<file path="config.mk">
export PLATFORM = sky130hd
export DESIGN_NAME = axi_lite_master
export DESIGN_NICKNAME = d
export VERILOG_FILES = /design/src/rtl/axi_lite_master.sv
export SDC_FILE = /design/constraint.sdc
export NUM_CORES = 1
export LEC_CHECK = 0
export BUFFER_PORTS_ARGS = -buffer_cell sky130_fd_sc_hd__clkbuf_2
export CAP_MARGIN = 15
export CORE_UTILIZATION = 46
export CTS_CLUSTER_DIAMETER = 50
export DETAILED_ROUTE_END_ITERATION = 8
export PLACE_DENSITY = 0.79
export SYNTH_ARGS = -nofsm -noshare
export SYNTH_HDL_FRONTEND = slang
export SYNTH_SLANG_ARGS = --single-unit
</file>
<file path="constraint.sdc">
create_clock -name ACLK -period 1.95 [get_ports ACLK]
set_input_delay 0.4875 -clock ACLK [delete_from_list [all_inputs] [get_ports ACLK]]
set_output_delay 0.4875 -clock ACLK [all_outputs]
set_load 0.1 [all_outputs]
</file>
<file path="src/rtl/axi_lite_master.sv">
// axi_lite_master: one-outstanding AXI4-Lite master fed by a start/write/addr/wdata command port.
// Define AXI_LITE_MASTER_TIMEOUT_EN to add a watchdog that aborts a stalled transaction.
module axi_lite_master #(
    parameter int ADDR_WIDTH     = 4,
    parameter int DATA_WIDTH     = 32,
    parameter int TIMEOUT_CYCLES = 256
) (
    input  logic                  ACLK,
    input  logic                  ARESETn,
    input  logic                  start,
    input  logic                  write,
    input  logic [ADDR_WIDTH-1:0] addr,
    input  logic [DATA_WIDTH-1:0] wdata,
    output logic                  busy,
    output logic                  done,
    output logic [DATA_WIDTH-1:0] rdata,
    output logic [1:0]            resp,
    output logic                  timeout,
    output logic [ADDR_WIDTH-1:0] AWADDR,
    output logic                  AWVALID,
    input  logic                  AWREADY,
    output logic [DATA_WIDTH-1:0] WDATA,
    output logic                  WVALID,
    input  logic                  WREADY,
    input  logic [1:0]            BRESP,
    input  logic                  BVALID,
    output logic                  BREADY,
    output logic [ADDR_WIDTH-1:0] ARADDR,
    output logic                  ARVALID,
    input  logic                  ARREADY,
    input  logic [DATA_WIDTH-1:0] RDATA,
    input  logic                  RVALID,
    input  logic [1:0]            RRESP,
    output logic                  RREADY
);

    typedef enum logic [2:0] {
        IDLE    = 3'd0,
        WR_REQ  = 3'd1,
        WR_RESP = 3'd2,
        RD_REQ  = 3'd3,
        RD_RESP = 3'd4
    } state_t;

    state_t state_r;
    logic   aw_done_r;
    logic   w_done_r;
    logic   aw_hs_s;
    logic   w_hs_s;
    logic   b_hs_s;
    logic   ar_hs_s;
    logic   r_hs_s;

    assign aw_hs_s = AWVALID & AWREADY;
    assign w_hs_s  = WVALID & WREADY;
    assign b_hs_s  = BVALID & BREADY;
    assign ar_hs_s = ARVALID & ARREADY;
    assign r_hs_s  = RVALID & RREADY;

    if (TIMEOUT_CYCLES < 1) begin : g_bad_timeout
        $error("axi_lite_master: TIMEOUT_CYCLES must be at least 1");
    end

`ifdef AXI_LITE_MASTER_TIMEOUT_EN
    localparam int               CNT_W    = $clog2(TIMEOUT_CYCLES + 1);
    localparam logic [CNT_W-1:0] CNT_LAST = CNT_W'(TIMEOUT_CYCLES - 1);

    logic [CNT_W-1:0] wdog_cnt_r;
    logic             cpl_s;
    logic             expire_s;

    // A real completion on the final allowed cycle wins over the watchdog.
    assign cpl_s    = ((state_r == WR_RESP) && b_hs_s) || ((state_r == RD_RESP) && r_hs_s);
    assign expire_s = busy && !cpl_s && (wdog_cnt_r == CNT_LAST);

    // Watchdog counter: cleared when a command is accepted, advances every busy cycle
    always_ff @(posedge ACLK) begin
        if (!ARESETn) begin
            wdog_cnt_r <= {CNT_W{1'b0}};
        end else if ((state_r == IDLE) && start) begin
            wdog_cnt_r <= {CNT_W{1'b0}};
        end else if (busy) begin
            wdog_cnt_r <= wdog_cnt_r + CNT_W'(1);
        end else begin
            wdog_cnt_r <= wdog_cnt_r;
        end
    end
`endif

    // Transaction FSM with all command-side and AXI-side outputs registered
    always_ff @(posedge ACLK) begin
        if (!ARESETn) begin
            state_r   <= IDLE;
            aw_done_r <= 1'b0;
            w_done_r  <= 1'b0;
            busy      <= 1'b0;
            done      <= 1'b0;
            rdata     <= {DATA_WIDTH{1'b0}};
            resp      <= 2'b00;
            timeout   <= 1'b0;
            AWADDR    <= {ADDR_WIDTH{1'b0}};
            AWVALID   <= 1'b0;
            WDATA     <= {DATA_WIDTH{1'b0}};
            WVALID    <= 1'b0;
            BREADY    <= 1'b0;
            ARADDR    <= {ADDR_WIDTH{1'b0}};
            ARVALID   <= 1'b0;
            RREADY    <= 1'b0;
        end else begin
            done    <= 1'b0;
            timeout <= 1'b0;
            case (state_r)
                IDLE: begin
                    if (start) begin
                        busy <= 1'b1;
                        if (write) begin
                            AWADDR    <= addr;
                            WDATA     <= wdata;
                            AWVALID   <= 1'b1;
                            WVALID    <= 1'b1;
                            aw_done_r <= 1'b0;
                            w_done_r  <= 1'b0;
                            state_r   <= WR_REQ;
                        end else begin
                            ARADDR  <= addr;
                            ARVALID <= 1'b1;
                            state_r <= RD_REQ;
                        end
                    end
                end
                WR_REQ: begin
                    // AW and W complete independently; the response phase waits for both.
                    if (aw_hs_s) begin
                        AWVALID   <= 1'b0;
                        aw_done_r <= 1'b1;
                    end
                    if (w_hs_s) begin
                        WVALID   <= 1'b0;
                        w_done_r <= 1'b1;
                    end
                    if ((aw_done_r || aw_hs_s) && (w_done_r || w_hs_s)) begin
                        BREADY  <= 1'b1;
                        state_r <= WR_RESP;
                    end
                end
                WR_RESP: begin
                    if (b_hs_s) begin
                        resp    <= BRESP;
                        BREADY  <= 1'b0;
                        done    <= 1'b1;
                        busy    <= 1'b0;
                        state_r <= IDLE;
                    end
                end
                RD_REQ: begin
                    if (ar_hs_s) begin
                        ARVALID <= 1'b0;
                        RREADY  <= 1'b1;
                        state_r <= RD_RESP;
                    end
                end
                RD_RESP: begin
                    if (r_hs_s) begin
                        rdata   <= RDATA;
                        resp    <= RRESP;
                        RREADY  <= 1'b0;
                        done    <= 1'b1;
                        busy    <= 1'b0;
                        state_r <= IDLE;
                    end
                end
                default: begin
                    state_r <= IDLE;
                    busy    <= 1'b0;
                    AWVALID <= 1'b0;
                    WVALID  <= 1'b0;
                    BREADY  <= 1'b0;
                    ARVALID <= 1'b0;
                    RREADY  <= 1'b0;
                end
            endcase
`ifdef AXI_LITE_MASTER_TIMEOUT_EN
            if (expire_s) begin
                state_r <= IDLE;
                busy    <= 1'b0;
                AWVALID <= 1'b0;
                WVALID  <= 1'b0;
                BREADY  <= 1'b0;
                ARVALID <= 1'b0;
                RREADY  <= 1'b0;
                done    <= 1'b1;
                timeout <= 1'b1;
                resp    <= 2'b10;
            end
`endif
        end
    end

endmodule

</file>
==> metrics list <==
* Worst-case clock buffer depth: 2
* First-pass GRT wire length: 12.3 mm
- Num CTS Buffers: 9
* Rows: 31
* Number of violations reported at the end of detailed-routing iteration 0: 95
- During placement, the flow inserted port buffers numbering 161.
* Type of the worst setup path: register to output pin
- Hold path start: RDATA[20]
* Crit-path max FO: 6
* Worst ir drop on vdd: 0.000571 V
- The number of global-route vias before repair came to ~2900.
- Die ar.: 7920 um^2
- In this run, flip-flops and latches consume 47.3% of the power.
- The worst path in the final design needs a cycle of 1.75 ns, including I/O delays and setup.
- In this run, synthesis produced a sequential element count of 86.
- Setup_tns: 0 ns
- Kind of start point of the critical path: register
- At the pin with the least slew margin, the transition time is 0.574 ns.
* Final critical-path share of the clock period: 89.8%
* Count of distinct cell types in the synthesized netlist: 38
* Hold_buf cts: 0
* Post-layout utilization of the core: 62.3%
- Total via count after detailed routing: 3231
* Ys async rst share: 0%
- Combinational logic is responsible for 21.6% of the overall power.
- Post-detailed-route DRC marker count: 0
* Post-DR wirelength/cell: 12.4 um
* Final wirelength: a little over 8 mm
- The number of endpoints with negative hold slack in the final report was 0.
- Cells with a size suffix above 1 make up 34.4% of the layout.
* Post-CTS repair timing setup buffer count: 0
- The H-tree generated during clock tree synthesis spans 3 levels.
- sky130_fd_sc_hd__dfxtp_1 takes more of the synthesized area than any other cell.
* Worst path cell trace: clkbuf_2
- Max-slew violation total from the final report: 0
- The count of nets left with antenna violations once routing finished came out at 0.
- Total leakage power: between 0.002 and 0.0025 uW
- Among all flip-flop cells after synthesis, the most frequent one is sky130_fd_sc_hd__dfxtp_1.
* Largest cells by area after synthesis: sky130_fd_sc_hd__dfxtp_1 (49%), sky130_fd_sc_hd__nand2_1 (16%), sky130_fd_sc_hd__a21boi_0 (7.8%)
- The initial antenna violation count came to 0.
- Largest incremental delay on the critical path: 0.50 ns
* Total core area: 7290 um^2
- In this run the horizontal extent of the chip is between 80 and 90 um.
- In this run the power density over the cells is 873 nW/um^2.
- Number of cell instances on the worst register-to-register path: 5
- Number of nets in the layout: 637
* Setup crit end kind: output pin
- Endpoint of the worst register-to-register path: WDATA[13]
- Clock-pin slew was measured on the worst setup and hold paths at 0.08 ns.
- Number of max-cap violations: 0
- Filler instances: approximately 670
- Yosys printed 0 warnings.
* Total inserted antenna cells: 0
- Number of I/O pins: 163
- Average cell area after synthesis: 8.63 um^2
- The worst register-to-register path begins at state_r[1].
- Cell-internal power: 2670 uW
- The clock arrives with 0.00926 ns of skew.
- Worst path buffer plus inverter count: 1
- Post-cts resize count: 0
- STA puts the critical path data required time at ~1.5 ns.
- Reg2reg setup slack: 0.32 ns
- Hold depth: 3
* Max Fclk: 0.571 GHz
- Most common cell in the netlist: sky130_fd_sc_hd__nand2_1
- Setup violations remaining at the end of the flow were counted as 0.
* Average vias per placed instance: 4.90
- For this design, the slowest cell found on the critical path is sky130_fd_sc_hd__clkbuf_2.
- The worst hold path belongs to the class primary input to register.
* Clock power share: 31.0%
* HPWL after detailed placement: 6.08 mm
- When the netlist entered floorplanning its net count stood at 484.
- Worst path depth: 1
- GRT overflow: 0
- Clock tree from TritonCTS: yes
* Layout overhead on the synthesized area: 30.5%
* CP Data Arrival Time: 1.26 ns
* Number of detailed-route iterations in the first pass: 4
* Initial Util: 47.7%
- Maximum number of pins on one net before global-route repair: 39
* Floorplan die height: 89.0 um
- Hold endpoint: rdata[20]
- Post-Synthesis Cells: between 400 and 500
* Part of the Yosys area used for sequential elements: 49.5%
* Psw: 1290 uW
- Global routing consumed, over all layers together, about a fifth of the routing resources.
- Post-synthesis cell area: 3480 um^2
- Setup repair after global routing left no endpoint under its margin.
- Run status: finished clean
- Counting instances in the post-synthesis netlist gives the leading cell types as sky130_fd_sc_hd__nand2_1 (146), sky130_fd_sc_hd__dfxtp_1 (86), sky130_fd_sc_hd__a21boi_0 (36), sky130_fd_sc_hd__a21boi_1 (32), sky130_fd_sc_hd__clkbuf_1 (17).
* Root Driver: sky130_fd_sc_hd__clkbuf_8
* Timing startpoint of the critical path: BREADY
- The kind of cell with the highest combined delay along the critical path is buffers and inverters.
- Yosys top cell area share: about half
- The tree built by TritonCTS fans out to 86 sinks.
- Proportion of total power due to net switching: 32.5%
- For the worst-skew pair, the clock arrives at the later sink with an insertion delay of about 0.35 ns.
- The synthesized design contains 0 enable-type register cells.
* Max-slew headroom: 61.9%
- Placer's final routability congestion estimate: 0.808
## worst max-delay path by stage
stage	to	slack (ns)
floorplan	state_r[1]	0.12
global route	BREADY	0.15
global placement	WDATA[5]	0.39
detailed placement	WDATA[27]	0.29
finish	BREADY	0.20
CTS	BREADY	0.18
## placed cells by master, fill, tap and decap left out, drive strengths merged, types with 4 or more instances in the layout
| master | instances |
|---|---|
| o211a | 4 |
| nor2b | 5 |
| clkbuf | 174 |
| nand4b | 4 |
| mux2i | 6 |
| nor2 | 6 |
| a21oi | 7 |
| buf | 12 |
| nand2 | 146 |
| nand2b | 6 |
| o21ai | 5 |
| nand3 | 4 |
| dfxtp | 86 |
| a21boi | 68 |
## per-layer routing
layer / GRT usage, % / wire length [um] / up-vias
met1: 21.3 / 3310 / 1476
met2: 37.8 / 4270 / 98
li1: - / - / 1643
met3: 4.34 / 441 / 14
met4: 9.24 / 168 / 0
met5: 0 / 0 / -
## metrics by stage
stage                     power [uW]  std cells  area [um^2]  setup WS (ns)  hold WS, ns
after detailed placement        2770        644         4350          0.293        0.446
final                           3960        660         4540          0.198        0.350
after global routing            4110        660         4540          0.150        0.347
after global placement          2760        644         4350          0.386        0.439
after floorplan                 2580        403         3480          0.122        0.473
after CTS                       4000        660         4540          0.182        0.336
## layout make-up
class                           instances  area [um^2]  area share (%)
Sequential cell                        86         1720            37.9
Multi-Input combinational cell        285         1580            34.7
Timing Repair Buffer                  173          921            20.3
Clock buffer                           13          149            3.28
Tap cell                               99          124            2.73
Clock inverter                          3         43.8           0.964
Inverter                                1         3.75          0.0827
## registers in the layout, summed over array words and instances, names as in the netlist
signal,cells
ARADDR,4
ARVALID,1
AWADDR,4
AWVALID,1
BREADY,1
RREADY,1
WDATA,32
WVALID,1
aw_done_r,1
busy,1
done,1
rdata,32
resp,2
state_r,3
w_done_r,1
## worst reg2reg max path, cell delays in order (launching register included)
cell and delay [ns]:
sky130_fd_sc_hd__dfxtp_1 0.42, sky130_fd_sc_hd__nor2_4 0.20, sky130_fd_sc_hd__and4b_1 0.46, sky130_fd_sc_hd__buf_12 0.23, sky130_fd_sc_hd__nand2_1 0.09, sky130_fd_sc_hd__a21boi_0 0.16
## cells by family after synthesis
group                  after synthesis  synth area share (%)
multiplexers                         6                  1.73
buffers and inverters               32                  5.18
flip-flops                          86                  49.5
AO/OA/AOI/OAI                       95                  20.5
other                                1                 0.108
AND/OR/NAND/NOR                    183                  23.0
## power by group through the flow
stage          Sequential, uW  Clock (uW)  Combinational, uW
6_report                 1880        1230                857
4_1_cts                  1880        1260                859
5_1_grt                  1890        1320                906
3_5_place_dp             1920           0                857
3_3_place_gp             1910           0                849
2_1_floorplan            2310           0                265
Power figures use the tool's default switching activity.
